### src/rtl/megabytebeat_pkg.sv
`default_nettype none
// +----------------------------------------------------------------------+
// | Module      : megabytebeat_pkg                                       |
// | Description : Shared PCM sample types and constants for the          |
// |               bytebeat stream path.                                  |
// | Revision    : 1.0 - initial release                                  |
// +----------------------------------------------------------------------+
package megabytebeat_pkg;

  localparam int              PCM_W    = 8;
  localparam logic [PCM_W-1:0] PCM_MID = 8'h80;
  localparam int              PWM_BITS = 8;

  typedef logic [PCM_W-1:0] pcm_t;

endpackage : megabytebeat_pkg
`default_nettype wire

### src/rtl/pcm_fifo.sv
`default_nettype none
// +----------------------------------------------------------------------+
// | Module      : pcm_fifo                                               |
// | Description : Small synchronous FIFO of PCM samples. Pointers carry  |
// |               one extra bit so full and empty are distinguishable.   |
// | Revision    : 1.0 - initial release                                  |
// +----------------------------------------------------------------------+
module pcm_fifo
  import megabytebeat_pkg::*;
#(
  parameter int DEPTH = 4
) (
  input  logic                     clk,
  input  logic                     rst_n,
  input  logic                     push,
  input  logic                     pop,
  input  pcm_t                     data,
  output pcm_t                     head,
  output logic [$clog2(DEPTH):0]   level,
  output logic                     full,
  output logic                     empty
);

  localparam int c_aw = $clog2(DEPTH);

  pcm_t            r_mem [DEPTH];
  logic [c_aw:0]   r_wptr;
  logic [c_aw:0]   r_rptr;
  logic            w_do_push;
  logic            w_do_pop;

  // A full FIFO never overwrites and an empty one never advances.
  assign w_do_push = push && !full;
  assign w_do_pop  = pop && !empty;

  // Storage and pointers; the MSB of each pointer is the wrap marker.
  always_ff @(posedge clk or negedge rst_n) begin
    if (!rst_n) begin
      r_wptr <= '0;
      r_rptr <= '0;
      for (int i = 0; i < DEPTH; i++) begin
        r_mem[i] <= '0;
      end
    end else begin
      if (w_do_push) begin
        r_mem[r_wptr[c_aw-1:0]] <= data;
        r_wptr                  <= r_wptr + 1'b1;
      end
      if (w_do_pop) begin
        r_rptr <= r_rptr + 1'b1;
      end
    end
  end

  assign head  = r_mem[r_rptr[c_aw-1:0]];
  assign level = r_wptr - r_rptr;
  assign full  = (level == (c_aw + 1)'(DEPTH));
  assign empty = (r_wptr == r_rptr);

endmodule : pcm_fifo
`default_nettype wire

### src/rtl/pcm_stream_sink.sv
`default_nettype none
// +----------------------------------------------------------------------+
// | Module      : pcm_stream_sink                                        |
// | Description : Back-pressuring consumer of a bytebeat PCM stream.     |
// |               Buffers samples, releases one per sample tick and      |
// |               renders the current sample as 8-bit PWM audio.         |
// | Revision    : 1.0 - initial release                                  |
// +----------------------------------------------------------------------+
module pcm_stream_sink
  import megabytebeat_pkg::*;
#(
  parameter int DEPTH    = 4,
  parameter int RATE_DIV = 512
) (
  input  logic                     clk,
  input  logic                     rst_n,
  input  logic [PCM_W-1:0]         pcm_in,
  input  logic                     pcm_in_vld,
  output logic                     pcm_in_rdy,
  input  logic                     clear_underrun,
  output logic                     pwm,
  output logic [$clog2(DEPTH):0]   level,
  output logic                     underrun
);

  localparam int c_cnt_w = (RATE_DIV > 2) ? $clog2(RATE_DIV) : 1;
  localparam logic [c_cnt_w-1:0] c_tick_val = c_cnt_w'(RATE_DIV - 1);

  logic                 r_run;
  logic [c_cnt_w-1:0]   r_rate_cnt;
  pcm_t                 r_pending;
  pcm_t                 r_duty;
  logic [PWM_BITS-1:0]  r_pwm_cnt;
  logic                 r_pwm;
  logic                 r_underrun;

  logic                 w_tick;
  logic                 w_push;
  logic                 w_pop;
  logic                 w_full;
  logic                 w_empty;
  pcm_t                 w_head;

  // Ready depends only on registered state, never on the producer's valid.
  assign w_tick     = (r_rate_cnt == c_tick_val);
  assign pcm_in_rdy = r_run && !w_full;
  assign w_push     = pcm_in_vld && pcm_in_rdy;
  assign w_pop      = w_tick && !w_empty;

  pcm_fifo #(
    .DEPTH (DEPTH)
  ) u_fifo (
    .clk   (clk),
    .rst_n (rst_n),
    .push  (w_push),
    .pop   (w_pop),
    .data  (pcm_in),
    .head  (w_head),
    .level (level),
    .full  (w_full),
    .empty (w_empty)
  );

  // Run flop delays acceptance so the reset-release edge never transfers.
  always_ff @(posedge clk or negedge rst_n) begin
    if (!rst_n) r_run <= 1'b0;
    else        r_run <= 1'b1;
  end

  // Sample-rate divider; the terminal count cycle is the tick.
  always_ff @(posedge clk or negedge rst_n) begin
    if (!rst_n)      r_rate_cnt <= '0;
    else if (w_tick) r_rate_cnt <= '0;
    else             r_rate_cnt <= r_rate_cnt + 1'b1;
  end

  // Pending sample takes the FIFO head on a tick; an empty tick holds it.
  always_ff @(posedge clk or negedge rst_n) begin
    if (!rst_n)     r_pending <= PCM_MID;
    else if (w_pop) r_pending <= w_head;
  end

  // Sticky underrun: an empty tick sets it and outranks a clear request.
  always_ff @(posedge clk or negedge rst_n) begin
    if (!rst_n)                  r_underrun <= 1'b0;
    else if (w_tick && w_empty)  r_underrun <= 1'b1;
    else if (clear_underrun)     r_underrun <= 1'b0;
  end

  // PWM: duty reloads only as the counter wraps so a period is never split.
  always_ff @(posedge clk or negedge rst_n) begin
    if (!rst_n) begin
      r_pwm_cnt <= '0;
      r_duty    <= PCM_MID;
      r_pwm     <= 1'b0;
    end else begin
      r_pwm_cnt <= r_pwm_cnt + 1'b1;
      if (r_pwm_cnt == '1) begin
        r_duty <= r_pending;
      end
      r_pwm <= (r_pwm_cnt < r_duty);
    end
  end

  assign pwm      = r_pwm;
  assign underrun = r_underrun;

endmodule : pcm_stream_sink
`default_nettype wire

### config.mk
export PLATFORM = sky130hd
export DESIGN_NAME = pcm_stream_sink
export DESIGN_NICKNAME = d
export VERILOG_FILES = /design/src/rtl/megabytebeat_pkg.sv /design/src/rtl/pcm_fifo.sv /design/src/rtl/pcm_stream_sink.sv
export SDC_FILE = /design/constraint.sdc
export NUM_CORES = 1
export LEC_CHECK = 0
export CAP_MARGIN = 5
export CORE_UTILIZATION = 39
export CTS_CLUSTER_DIAMETER = 50
export DETAILED_ROUTE_END_ITERATION = 8
export SYNTH_ARGS = -nofsm -noshare
export SYNTH_HDL_FRONTEND = slang
export SYNTH_SLANG_ARGS = --single-unit
### constraint.sdc
create_clock -name clk -period 2.4 [get_ports clk]
set_input_delay 0.24 -clock clk [delete_from_list [all_inputs] [get_ports clk]]
set_output_delay 0.24 -clock clk [all_outputs]
set_load 0.005 [all_outputs]
==> run_results.csv <==
group,metric,value,unit
detailed_routing,routed_wirelength,5290,um
grt,grt_max_degree,75,
logic_synthesis,synthXorXnorAreaFrac,0.0520,
logic_synthesis,syn_inst,234,
sta,achievable-frequency,438,MHz
logic_synthesis,synth.top_cell.area_share,0.538,
floorplanning,design.core.area,0.00826,mm^2
placement,hpwlAfterDp,3600,um
job,max_cap_violations,0,
worst_setup_path,worst-endpoint-arrival,2.05,ns
worst_setup_path,regToRegStartpoint,"u_fifo.r_wptr[0]$_DFFE_PN0P_",
clock_tree,tritoncts.num_buffers,9,
detailed_routing,dr.first_iter.drc_count,72,
logic_synthesis,synth_top_family_by_area,"multiplexers",
pwr,leakagePower,1.82,nW
logic_synthesis,synth_top_cells_by_area,"dfrtp_1 (54%), mux2_2 (16%), ha_1 (6.4%)",
worst_setup_path,critPathCaptureType,"primary output",
min_path,worstHoldPathType,"input port to async pin",
sta,final_hold_viol_count,0,
sta,setup_tns,0,ns
worst_setup_path,critPathKind,"flop to primary output",
logic_synthesis,synth_cell_type_count,32,
logic_synthesis,dominantRegCellSynth,"dfrtp_1",
floorplanning,initial_core_util,0.405,
detailed_routing,drt-pass1-iter-count,4,
clock_tree,ctsHoldBuffers,0,
sta,timing.slew.headroom,0.392,
detailed_routing,drt-wirelength-per-cell,14.1,um
clock_tree,clk_transition_reported_paths,0.08,ns
logic_synthesis,yosys_warnings,0,
logic_synthesis,postSynthRegisterBits,74,
sta,timing_worst_slew_pin_value,0.911,ns
pwr,power_density,906,mW/mm^2
placement,gp_congestion,0.700,
detailed_routing,vias,1826,
sta,drv_slew,0,
detailed_routing,detail_routed_via_count_per_cell,4.87,
grt,globalRouteOverflowTotal,0,
logic_synthesis,synth-seq-area-share,0.554,
logic_synthesis,synth_largest_area_cell,"dfrtp_1",
sta,grt_setup_unrepaired,"false",
sta,fin_skew,0.00725,ns
logic_synthesis,synthesis.nets,264,
detailed_routing,drc_errors,0,
logic_synthesis,synth-edff-count,0,
sta,fin_worst_hold_slack,0.0349,ns
final_layout,layout.nets,295,
clock_tree,cts_root_buffer,"clkbuf_8",
logic_synthesis,multiplexer_share_of_the_synthesized_area,0.219,
final_layout,final_layout_size_suffix_gt1_frac,0.333,
floorplanning,num_rows,33,
worst_setup_path,critPathMaxFanout,4,
clock_tree,tritoncts,"built",
logic_synthesis,synth_compound_gate_area_share,0.0273,
floorplanning,die-area,0.00896,mm^2
clock_tree,htreeDepth,3,
logic_synthesis,post_synth.cell_area_avg,14.3,um^2
worst_setup_path,worst_setup_path_startpoint,"u_fifo.r_wptr[0]$_DFFE_PN0P_",
sta,timing.final.crit_period,2.29,ns
grt,grt_pass1_vias,1922,
final_layout,layout-area-overhead-vs-synth,17.1,%
pwr,vdd_drop_max,0.000455,V
logic_synthesis,synthArstFlopShare,1.00,
worst_setup_path,rr_worst_depth,9,
run_status,status,"completed",
sta,setup_viol,0,
floorplanning,chipHeight,94.6,um
sta,final.period_utilization,0.952,
grt,number_of_antenna_violations_at_the_first_check_in_global_routing,0,
grt,global_route.usage.total,0.141,
floorplanning,boundaryPins,18,
logic_synthesis,post_synth_instance_area,0.00335,mm^2
clock_tree,cts-root-to-sink-buffers,2,
clock_tree,clock_insertion_delay_worst_skew,0.33,ns
final_layout,num_antenna_cells,0,
pwr,p_total,3.55,mW
floorplanning,die-width,94.6,um
logic_synthesis,post_synth_fa_ha_maj_area_fraction,0.0695,
clock_tree,tritoncts_num_sinks,74,
grt,grt_pass1_wl,9580,um
worst_setup_path,cp.required,2.16,ns
worst_setup_path,worst_setup_path_start_kind,"flop",
detailed_routing,drt.antenna.violating_nets,0,
logic_synthesis,post_synth_and_or_nand_nor_area_fraction,0.0523,
placement,buffer_ports.inserted,17,
## layout by cell type, fill, tap and decap left out, types with 2 or more instances in the layout
master | Yosys | final
mux4_2 | 8 | 8
dfrtp_1 | 72 | 72
xor2_1 | 7 | 7
clkinv_2 | 0 | 2
dfstp_2 | 2 | 2
ha_1 | 17 | 17
xnor2_1 | 10 | 10
buf_4 | 0 | 8
dlygate4sd2_1 | 0 | 2
bufinv_16 | 0 | 2
and3_1 | 5 | 5
clkdlybuf4s50_1 | 0 | 14
mux2_2 | 49 | 49
inv_1 | 17 | 16
nand3_1 | 5 | 5
clkbuf_8 | 0 | 10
nand2_4 | 2 | 3
nor2_1 | 9 | 9
o21ai_0 | 3 | 3
nand2_1 | 6 | 6
## path summary, 6_finish.rpt
kind	end	slack [ns]
worst max register to register	u_fifo.r_mem[30]$_DFFE_PN0P_	0.14
worst min-delay path	u_fifo.r_mem[9]$_DFFE_PN0P_	0.03
worst max-delay path	level[1]	0.11
worst min register to register	r_rate_cnt[0]$_DFF_PN0_	0.45
max in group asynchronous	r_rate_cnt[6]$_DFF_PN0_	1.78
min in group clk	r_rate_cnt[0]$_DFF_PN0_	0.45
## cells in the mapped netlist (all sizes together), types with 2 or more instances
| library cell | instances |
|---|---|
| nor2 | 9 |
| mux4 | 8 |
| a31oi | 2 |
| nand2 | 10 |
| dfrtp | 72 |
| and3 | 5 |
| inv | 17 |
| xnor2 | 10 |
| dfstp | 2 |
| ha | 17 |
| mux2 | 49 |
| nand3 | 5 |
| xor2 | 7 |
| o21ai | 3 |
| clkbuf | 4 |
## through the flow
step | instance area (um^2) | worst slack [ns] | instances | util
2_1_floorplan | 3350 | 0.128 | 234 | -
3_3_place_gp | 3660 | 0.117 | 356 | 0.444
3_5_place_dp | 3660 | 0.0603 | 356 | 0.444
4_1_cts | 3890 | 0.0273 | 374 | 0.472
5_1_grt | 3920 | 0.00437 | 375 | 0.475
6_report | 3920 | 0.115 | 375 | 0.475
## power breakdown
part / internal, mW / total [mW] / leakage [nW] / switching, mW
sequential: 1.54 / 1.70 / 0.928 / 0.154
combinational: 0.497 / 0.796 / 0.786 / 0.299
clock: 0.611 / 1.06 / 0.109 / 0.445
total: 2.65 / 3.55 / 1.82 / 0.899
## flip-flops by register name, indices dropped and copies added, names as in the netlist, 3 cells and up
| signal | flops |
|---|---|
| u_fifo.r_rptr | 3 |
| u_fifo.r_wptr | 3 |
| r_rate_cnt | 9 |
| r_duty | 8 |
| r_pwm_cnt | 8 |
| r_pending | 8 |
| u_fifo.r_mem | 32 |
## worst max-delay path, stage by stage (launching register included)
cell	delay (ns)
dfrtp_1	0.37
inv_2	0.07
ha_1	0.18
fa_1	0.52
inv_1	0.08
clkdlybuf4s50_1	0.49
## area by class of cell
cell class / count / area [um^2]
Fill cell: 765 / 4340
Sequential cell: 74 / 1850
Multi-Input combinational cell: 138 / 1410
Timing Repair Buffer: 25 / 238
Clock buffer: 11 / 141
Tap cell: 105 / 131
Clock inverter: 5 / 77.6
Inverter: 17 / 63.8
## logic make-up (layout without fill, tap and decap cells)
kind of cell | count (synthesis) | count (layout)
flip-flops | 74 | 74
multiplexers | 57 | 57
AND/OR/NAND/NOR | 33 | 33
buffers and inverters | 22 | 58
adder cells (fa/ha/maj) | 18 | 18
XOR/XNOR | 18 | 18
AO/OA/AOI/OAI | 11 | 11
other | 1 | 1
## routing by layer
| layer | wire [um] | vias to the layer above | GRT usage |
|---|---|---|---|
| met4 | 88 | 0 | 0.0606 |
| met1 | 2600 | 917 | 0.193 |
| met3 | 109 | 8 | 0.0290 |
| met2 | 2490 | 19 | 0.218 |
| met5 | 0 | - | 0 |
| li1 | - | 882 | - |
## what timing repair did
item,CTS,global route
resized for setup,3,1
buffers inserted,2,1
endpoints found under the setup margin,2,17
pin swaps,0,1
Note: power is estimated with default switching activity, not from simulation.
